File: src/rtl/loader_sb_multi.sv
// Configuration-strobe loader for switch-box tiles: decodes {channel, word index}
// and issues held, optionally bursted, one-hot write strobes into that channel.
module loader_sb_multi #(
    parameter int                         ADDRESS_SIZE = 9,
    parameter int                         NB_CHANNELS  = 4,
    parameter int                         STROBE_MAX   = 84,
    parameter logic [NB_CHANNELS*8-1:0]   CH_WIDTHS    = {8'd8, 8'd84, 8'd32, 8'd32},
    parameter int                         PULSE_LEN    = 1,
    parameter int                         BURST_BITS   = 8
) (
    input  logic                              CLK,
    input  logic                              RESET,
    input  logic                              SELECT,
    input  logic [ADDRESS_SIZE-1:0]           ADDRESS,
    input  logic [BURST_BITS-1:0]             BURST_LEN,
    output logic                              READY,
    output logic                              DONE,
    output logic                              ERROR,
    output logic [NB_CHANNELS*STROBE_MAX-1:0] STROBE,
    output logic [NB_CHANNELS-1:0]            ACTIVE_CH
);

    localparam int CH_SEL_BITS = $clog2(NB_CHANNELS);
    localparam int IDX_BITS    = ADDRESS_SIZE - CH_SEL_BITS;
    // Wide enough that start index plus burst length can never wrap.
    localparam int SUM_W       = ((ADDRESS_SIZE > BURST_BITS) ? ADDRESS_SIZE : BURST_BITS) + 1;
    localparam int CNT_W       = (PULSE_LEN > 1) ? $clog2(PULSE_LEN) : 1;
    localparam logic [CNT_W-1:0] CNT_LAST = CNT_W'(PULSE_LEN - 1);

    typedef enum logic [1:0] {IDLE, PULSE, GAP, FIN} state_t;

    state_t                          state_q, state_d;
    logic [CH_SEL_BITS-1:0]          ch_q, ch_d;
    logic [SUM_W-1:0]                idx_q, idx_d;
    logic [BURST_BITS-1:0]           rem_q, rem_d;
    logic [CNT_W-1:0]                cnt_q, cnt_d;
    logic                            error_d, done_d;
    logic [NB_CHANNELS*STROBE_MAX-1:0] strobe_d;
    logic [NB_CHANNELS-1:0]          active_d;

    logic [CH_SEL_BITS-1:0]          req_ch;
    logic [IDX_BITS-1:0]             req_idx;
    logic [SUM_W-1:0]                req_end;
    logic                            req_valid;

    // Channel codes beyond NB_CHANNELS report width 0, so every index is out of range.
    function automatic logic [7:0] ch_width(input logic [CH_SEL_BITS-1:0] ch);
        if (int'(ch) < NB_CHANNELS)
            return CH_WIDTHS[int'(ch)*8 +: 8];
        else
            return 8'd0;
    endfunction

    assign req_ch    = ADDRESS[ADDRESS_SIZE-1 -: CH_SEL_BITS];
    assign req_idx   = ADDRESS[IDX_BITS-1:0];
    assign req_end   = SUM_W'(req_idx) + SUM_W'(BURST_LEN);
    assign req_valid = (int'(req_ch) < NB_CHANNELS) && (int'(req_end) < int'(ch_width(req_ch)));

    always_comb begin
        state_d = state_q;
        ch_d    = ch_q;
        idx_d   = idx_q;
        rem_d   = rem_q;
        cnt_d   = cnt_q;
        error_d = 1'b0;
        case (state_q)
            IDLE: begin
                if (SELECT) begin
                    if (req_valid) begin
                        state_d = PULSE;
                        ch_d    = req_ch;
                        idx_d   = SUM_W'(req_idx);
                        rem_d   = BURST_LEN;
                        cnt_d   = CNT_LAST;
                    end else begin
                        error_d = 1'b1;
                    end
                end
            end
            PULSE: begin
                if (cnt_q == '0) begin
                    if (rem_q == '0) begin
                        state_d = FIN;
                    end else begin
                        state_d = GAP;
                        idx_d   = idx_q + SUM_W'(1);
                        rem_d   = rem_q - BURST_BITS'(1);
                    end
                end else begin
                    cnt_d = cnt_q - CNT_W'(1);
                end
            end
            GAP: begin
                state_d = PULSE;
                cnt_d   = CNT_LAST;
            end
            FIN:     state_d = IDLE;
            default: state_d = IDLE;
        endcase
    end

    // Outputs are computed from the next state so that the registered strobe lines
    // up with the state it belongs to, with no extra cycle of latency.
    always_comb begin
        strobe_d = '0;
        active_d = '0;
        done_d   = (state_d == FIN);
        if (state_d == PULSE && int'(idx_d) < int'(ch_width(ch_d))) begin
            strobe_d[int'(ch_d)*STROBE_MAX + int'(idx_d)] = 1'b1;
            active_d[ch_d]                                 = 1'b1;
        end
    end

    // NOTE: reset is synchronous here, so it only appears inside the clocked branch,
    // not in the sensitivity list.
    always_ff @(posedge CLK) begin
        if (!RESET) begin
            state_q   <= IDLE;
            ch_q      <= '0;
            idx_q     <= '0;
            rem_q     <= '0;
            cnt_q     <= '0;
            STROBE    <= '0;
            ACTIVE_CH <= '0;
            DONE      <= 1'b0;
            ERROR     <= 1'b0;
        end else begin
            state_q   <= state_d;
            ch_q      <= ch_d;
            idx_q     <= idx_d;
            rem_q     <= rem_d;
            cnt_q     <= cnt_d;
            STROBE    <= strobe_d;
            ACTIVE_CH <= active_d;
            DONE      <= done_d;
            ERROR     <= error_d;
        end
    end

    assign READY = (state_q == IDLE) && RESET;

endmodule

File: config.mk
export PLATFORM = sky130hd
export DESIGN_NAME = loader_sb_multi
export DESIGN_NICKNAME = d
export VERILOG_FILES = /design/src/rtl/loader_sb_multi.sv
export SDC_FILE = /design/constraint.sdc
export NUM_CORES = 1
export LEC_CHECK = 0
export CAP_MARGIN = 10
export CORE_ASPECT_RATIO = 0.9
export CORE_UTILIZATION = 41
export CTS_CLUSTER_SIZE = 16
export DETAILED_ROUTE_END_ITERATION = 8
export GPL_ROUTABILITY_DRIVEN = 0
export GPL_TIMING_DRIVEN = 1
export PLACE_DENSITY = 0.85
export REMOVE_ABC_BUFFERS = 1
export SLEW_MARGIN = 30
export SYNTH_ARGS = -nofsm -noshare
export SYNTH_HDL_FRONTEND = slang
export SYNTH_SLANG_ARGS = --single-unit
File: constraint.sdc
create_clock -name CLK -period 5.6 [get_ports CLK]
set_clock_uncertainty 0.05 [all_clocks]
set_input_delay 0.56 -clock CLK [delete_from_list [all_inputs] [get_ports CLK]]
set_output_delay 0.56 -clock CLK [all_outputs]
set_load 0.03 [all_outputs]
==> reports/results.tsv, run 1 <==
metric	value	unit
status	complete, no violations	
r2r_cells	23	
hp-class	flop to flop	
synth_area_leaders	dfxtp_1 (64%), nor2_1 (8.4%), nor3_1 (3.8%)	
fmax	0.179	GHz
drt-vias-per-instance	5.19	
fin_ws	0.0187	ns
setup_viol	0	
worstHoldEndpoint	rem_q[1]	
via_count	10200	
hold_start	rem_q[1]	
cts.sink_count	364	
finalInstanceArea	0.0183	mm2
cts_tree	done	
synth_most_common_cell	dfxtp_1	
p_leak	6.72	nW
drc	0	
worstPathArrival	5.93	ns
netlist.area_leader.share	0.642	
placed_cell_area	0.0163	mm2
power	6.53	mW
antenna_found_initial	0	
hold_violations	0	
ir_drop	294	uV
synth-main-ff-cell	dfxtp_1	
port-buffer-count	362	
hold_depth	2	
h-tree-depth	2	
syn_to_final_growth	61.5	%
synth-seq-cells	364	
nets	1630	
grt_usage	0.271	
die-area	0.0283	mm2
ios	363	
cellPowerDensity	356	mW/mm2
grt_start_max_net_pins	37	
grt_pass1_vias	10300	
cp-end-kind	flop	
fp-row-count	57	
crit_buf_inv	5	
worstMarginPinSlew	0.646	ns
first_iter_violations	767	
path_class	input pin to flop	
cap_violations	0	
slowest_delay	0.38	ns
finalCriticalPeriod	5.58	ns
path_delay_family	compound AO/OA/AOI/OAI gates	
pre_cts_ws	-0.943	ns
cts_buffers	36	
dr.pass1.iters	5	
r2r-end	STROBE[256]	
path_clk_slew	0.06	ns
start_util	0.419	
synth_edf_count	0	
worstSkewPairLatency	0.50	ns
slew_viol_final	0	
cts_hold_buf	0	
worst_setup_path_start_kind	input pin	
die_w	177	um
antenna_cells	0	
ant_nets	0	
hpwl	26000	um
grt_pass1_wl	59200	um
synthArstFlopShare	0	
yosysSeqAreaShare	0.642	
routed_wl	40300	um
wl_per_cell	20.5	um
cp_data_required_time	5.94	ns
ys.warnings.count	0	
min_period_over_period	0.997	
cpMaxStageDelayCell	or3_1	
core_area	0.0271	mm2
synth_cell_types	63	
clockBufferDepth	3	
crit_fanout	16	
syn-cell-area	0.0113	mm2
synthTopCellsByCount	dfxtp_1 (364), nor2_1 (254), nor3_1 (87)	
syn_avg_cell_area	10.3	um2
die_y	160	um
grt-ovfl-total	0	
synth_top_cell_by_area	dfxtp_1	
reg2reg_setup_slack	1.04	ns
r2r_start	rem_q[0]	
max-slew-margin-rel	0.568	
cts_root_buffer	clkbuf_16	
synthCells	1100	
drive_above_1_share	0.225	
layer usage:
metal	track usage	routed length, um	vias up	share of wire
met5	0	0	-	0
met4	0.0925	1310	0	0.032
met3	0.0705	3490	102	0.087
met2	0.464	19600	549	0.49
met1	0.327	15900	4905	0.39
li1	-	-	4644	-
repair_timing:
item | in CTS | in global routing
resized for setup | 73 | 85
pin swaps | 18 | 33
endpoints found under the setup margin | 335 | 336
setup buffers | 14 | 5
gates cloned | 2 | 2
final cells by class:
| class | instances | area [um2] |
|---|---|---|
| sequential | 364 | 7290 |
| clock buffer | 48 | 1030 |
| multi-input combinational | 647 | 4210 |
| timing repair buffer | 520 | 5120 |
| inverter | 16 | 60.1 |
| tap | 354 | 443 |
| clock inverter | 15 | 164 |
| fill | 1869 | 8780 |
through the flow:
| step | cells | setup TNS (ns) | hold WS [ns] | utilization |
|---|---|---|---|---|
| after floorplan | 1027 | -678.78 | 0.446 | - |
| after global placement | 1878 | -182.90 | 0.481 | 0.601 |
| after detailed placement | 1878 | -251.07 | 0.494 | 0.601 |
| after CTS | 1957 | 0 | 0.502 | 0.659 |
| after global routing | 1964 | -8.36 | 0.539 | 0.676 |
| final | 1964 | 0 | 0.504 | 0.676 |
registers in the layout (all words and copies together) (netlist names):
signal     cells
STROBE       336
state_q        2
ACTIVE_CH      4
ERROR          1
idx_q         10
ch_q           2
DONE           1
rem_q          8
worst max path at each step:
| stage | start | depth (start not counted) | slack [ns] | end |
|---|---|---|---|---|
| finish | ADDRESS[2] | 28 | 0.02 | STROBE[114] |
| global route | ADDRESS[2] | 28 | -0.18 | STROBE[114] |
| detailed placement | ADDRESS[1] | 28 | -0.94 | STROBE[81] |
| floorplan | ADDRESS[2] | 14 | -4.24 | STROBE[325] |
| global placement | ADDRESS[1] | 26 | -0.67 | STROBE[181] |
| CTS | BURST_LEN[2] | 28 | 0.02 | STROBE[203] |
power by group:
part           internal, mW  switching, mW
clock                  1.43          0.990
sequential             2.62         0.0333
combinational         0.606          0.851
total                  4.66           1.87
cells by family (layout without fill, tap and decap cells):
logic type | count (synthesis) | count (layout) | share of synthesized area
fa+ha+maj | 25 | 25 | 0.0289
flops | 364 | 364 | 0.642
xor+xnor | 11 | 11 | 0.00849
simple gates | 509 | 509 | 0.216
compound gates | 96 | 96 | 0.0636
mux | 6 | 6 | 0.00540
buf+inv | 89 | 599 | 0.0353
tightest hold or removal path: stages (launching register included):
cell and delay (ns):
dfxtp_1 0.33, mux2i_1 0.13, nor2_1 0.05
placed cells by master (no fill, tap or decap), types with 8 or more instances in the layout:
cell type	count
clkbuf_16	38
dfxtp_1	364
buf_4	120
buf_6	15
nand3_4	8
clkinv_2	8
nand2_1	40
nor3_1	60
nand3_1	23
nor3_2	51
inv_1	13
buf_12	15
clkdlybuf4s50_1	352
nor2_2	20
o21ai_0	15
ha_1	20
nand3_2	12
a21oi_1	17
nor2_1	232
nand4_1	15
Power figures use the tool's default switching activity.
==> inputs of run 2 (changes only) <==
--- a/config.mk
+++ b/config.mk
@@ -7,14 +7,13 @@
 export LEC_CHECK = 0
 export CAP_MARGIN = 10
 export CORE_ASPECT_RATIO = 0.9
-export CORE_UTILIZATION = 41
+export CORE_UTILIZATION = 45
 export CTS_CLUSTER_SIZE = 16
 export DETAILED_ROUTE_END_ITERATION = 8
 export GPL_ROUTABILITY_DRIVEN = 0
 export GPL_TIMING_DRIVEN = 1
-export PLACE_DENSITY = 0.85
+export PLACE_DENSITY = 0.88
 export REMOVE_ABC_BUFFERS = 1
-export SLEW_MARGIN = 30
 export SYNTH_ARGS = -nofsm -noshare
 export SYNTH_HDL_FRONTEND = slang
 export SYNTH_SLANG_ARGS = --single-unit
==> constraint.sdc (replaced) <==
create_clock -name CLK -period 5.4 [get_ports CLK]
set_clock_uncertainty 0.05 [all_clocks]
set_input_delay 0.54 -clock CLK [delete_from_list [all_inputs] [get_ports CLK]]
set_output_delay 0.54 -clock CLK [all_outputs]
set_load 0.03 [all_outputs]
==> run 2 against run 1 <==
- clock-buffer cell count up 1
- routed wire length up 5.5%
- worst setup slack better by 0.019 ns
- non-clock buffer count up 17
- first-iteration DRC count up 31%
==> reports/results.tsv, run 2 (synthesis results as in run 1) <==
metric	value	unit	change
top_regs	STROBE x336, idx_q x10, rem_q x8		
drc	0		unchanged
die_y	153	um	-4.5%
final_common_cell	dfxtp_1		
fmax	0.187	GHz	
fp-row-count	54		-5.3%
ios	363		unchanged
hp-class	input pin to flop		
cp-startpoint	BURST_LEN[1]		
r2r_cells	21		-8.7%
grt_pass1_vias	11000		+7.0%
antenna_found_initial	0		unchanged
r2r-end	STROBE[12]		
cts_hold_buf	0		unchanged
hold_start	BURST_LEN[0]		
finalCriticalPeriod	5.36	ns	
setup_viol	0		unchanged
drive_above_1_share	0.239		+0.0138
path_class	input pin to flop		
syn_to_final_growth	62.5	%	
crit_fanout	8		-8
h-tree-depth	2		unchanged
p_leak	6.85	nW	+1.9%
grt_start_max_net_pins	57		+54%
grt_pass1_wl	62800	um	+6.2%
worstPathArrival	5.73	ns	-0.20 ns
cts.sink_count	364		unchanged
cts_root_buffer	clkbuf_16		
placed_cell_area	0.0163	mm2	about the same
nFillCells	1462		-22%
core_area	0.0245	mm2	-9.5%
max-slew-margin-rel	0.609		+0.0410
start_util	0.463		+0.0439
layout_common_cells	dfxtp_1 (364), clkdlybuf4s50_1 (352), nor2_1 (236), buf_4 (140), nor3_1 (64)		
r2r_start	rem_q[0]		
cellPowerDensity	365	mW/mm2	+2.5%
hpwl	26800	um	+2.7%
via_count	10600		+4.0%
slew_viol_final	0		unchanged
cp-end-kind	flop		
cts_tree	done		
dp_cells	1864		-0.75%
port-buffer-count	362		unchanged
cap_violations	0		unchanged
min_period_over_period	0.993		
final_cells	1962		-0.10%
wl_per_cell	21.7	um	+5.6%
cts_buffers	36		unchanged
dr.pass1.iters	5		unchanged
post-route-util	0.752		+0.0757
grt_usage	0.316		+0.0450
status	complete, no violations		
die-area	0.0259	mm2	-8.8%
worstSetupEndpoint	STROBE[102]		
clockBufferDepth	3		unchanged
cp_data_required_time	5.76	ns	-0.18 ns
regMostFlops	STROBE		
drt-vias-per-instance	5.41		+4.2%
die_w	169	um	-4.5%
antenna_cells	0		unchanged
worst_setup_path_start_kind	input pin		
ant_nets	0		unchanged
grt-ovfl-total	0		unchanged
reg2reg_setup_slack	0.92	ns	-0.12 ns
holdWs	0.487	ns	-0.0169 ns
hold_violations	0		unchanged
finalInstanceArea	0.0184	mm2	+0.63%
worstMarginPinSlew	0.582	ns	-0.0640 ns
ir_drop	372	uV	+26%
first_iter_violations	1008		+31%
worstSkewPairLatency	0.52	ns	+0.02 ns
path_clk_slew	0.06	ns	about the same
nets	1647		+1.0%
largest_register_ffs	336		unchanged
routed_wl	42600	um	+5.5%
-- run 2: through the flow --
step	TNS, ns	total power [mW]	setup slack (ns)
floorplan	-739.80	3.43	-4.42
global placement	-253.51	4.02	-1.00
detailed placement	-309.07	4.06	-1.10
CTS	0	6.61	0.0100
global route	-6.05	6.95	-0.0952
finish	0	6.74	0.0382
-- run 2: report_power, final --
part / switching (mW) / internal (mW)
logic: 0.903 / 0.639
clock network: 1.08 / 1.37
registers: 0.0353 / 2.71
total: 2.02 / 4.72
-- run 2: worst min path at each step --
stage | endpoint | slack [ns] | depth (start not counted)
6_report | rem_q[0] | 0.49 | 4
5_1_grt | rem_q[2] | 0.50 | 4
3_3_place_gp | rem_q[0] | 0.48 | 2
3_5_place_dp | rem_q[0] | 0.49 | 2
2_1_floorplan | ch_q[0] | 0.45 | 2
4_1_cts | rem_q[2] | 0.47 | 4
-- run 2: cell type report --
| cell class | instances | area [um2] | area share |
|---|---|---|---|
| multi-input cells | 647 | 4270 | 0.231 |
| inverters | 16 | 60.1 | 0.00326 |
| clock buffers | 49 | 1040 | 0.0564 |
| flip-flops and latches | 364 | 7290 | 0.395 |
| clock inverters | 13 | 111 | 0.00604 |
| repair buffers | 537 | 5250 | 0.285 |
| well taps | 336 | 420 | 0.0228 |
-- run 2: repair_timing --
| action | 4_1_cts | 5_1_grt |
|---|---|---|
| setup buffers | 24 | 9 |
| gates cloned | 4 | 2 |
| pin swaps | 31 | 35 |
| endpoints found under the setup margin | 336 | 337 |
| gates resized for setup | 111 | 71 |
-- run 2: worst max-delay path, cell delays in order --
cell,delay [ns]
clkbuf_2,0.10
inv_2,0.05
fa_2,0.39
nor2b_4,0.15
o31a_1,0.16
o21a_1,0.16
nor2_2,0.05
xnor2_1,0.12
ha_1,0.32
a221o_1,0.33
a31o_4,0.24
a211oi_4,0.19
buf_4,0.16
and2_4,0.14
o22a_1,0.16
o221a_4,0.21
ha_4,0.14
inv_2,0.04
fa_2,0.35
nor2b_2,0.14
o21ai_2,0.07
a21boi_1,0.15
o21ai_1,0.09
a211o_1,0.33
and2_4,0.19
or3_4,0.41
buf_6,0.15
nor3_1,0.19
-- run 2: metal layers --
metal  up-vias  track usage  part of all wire
met5         -            0                 0
met4         0        0.161             0.046
met3       139       0.0826             0.083
met2       590        0.554              0.49
met1      5207        0.351              0.38
li1       4677            -                 -
==> inputs of run 3 (changes only) <==
--- a/config.mk
+++ b/config.mk
@@ -14,6 +14,7 @@
 export GPL_TIMING_DRIVEN = 1
 export PLACE_DENSITY = 0.88
 export REMOVE_ABC_BUFFERS = 1
+export SLEW_MARGIN = 20
 export SYNTH_ARGS = -nofsm -noshare
 export SYNTH_HDL_FRONTEND = slang
 export SYNTH_SLANG_ARGS = --single-unit
==> results of run 3 <==
Same layout as run 2: the final DEF is identical, and so are final timing and power.
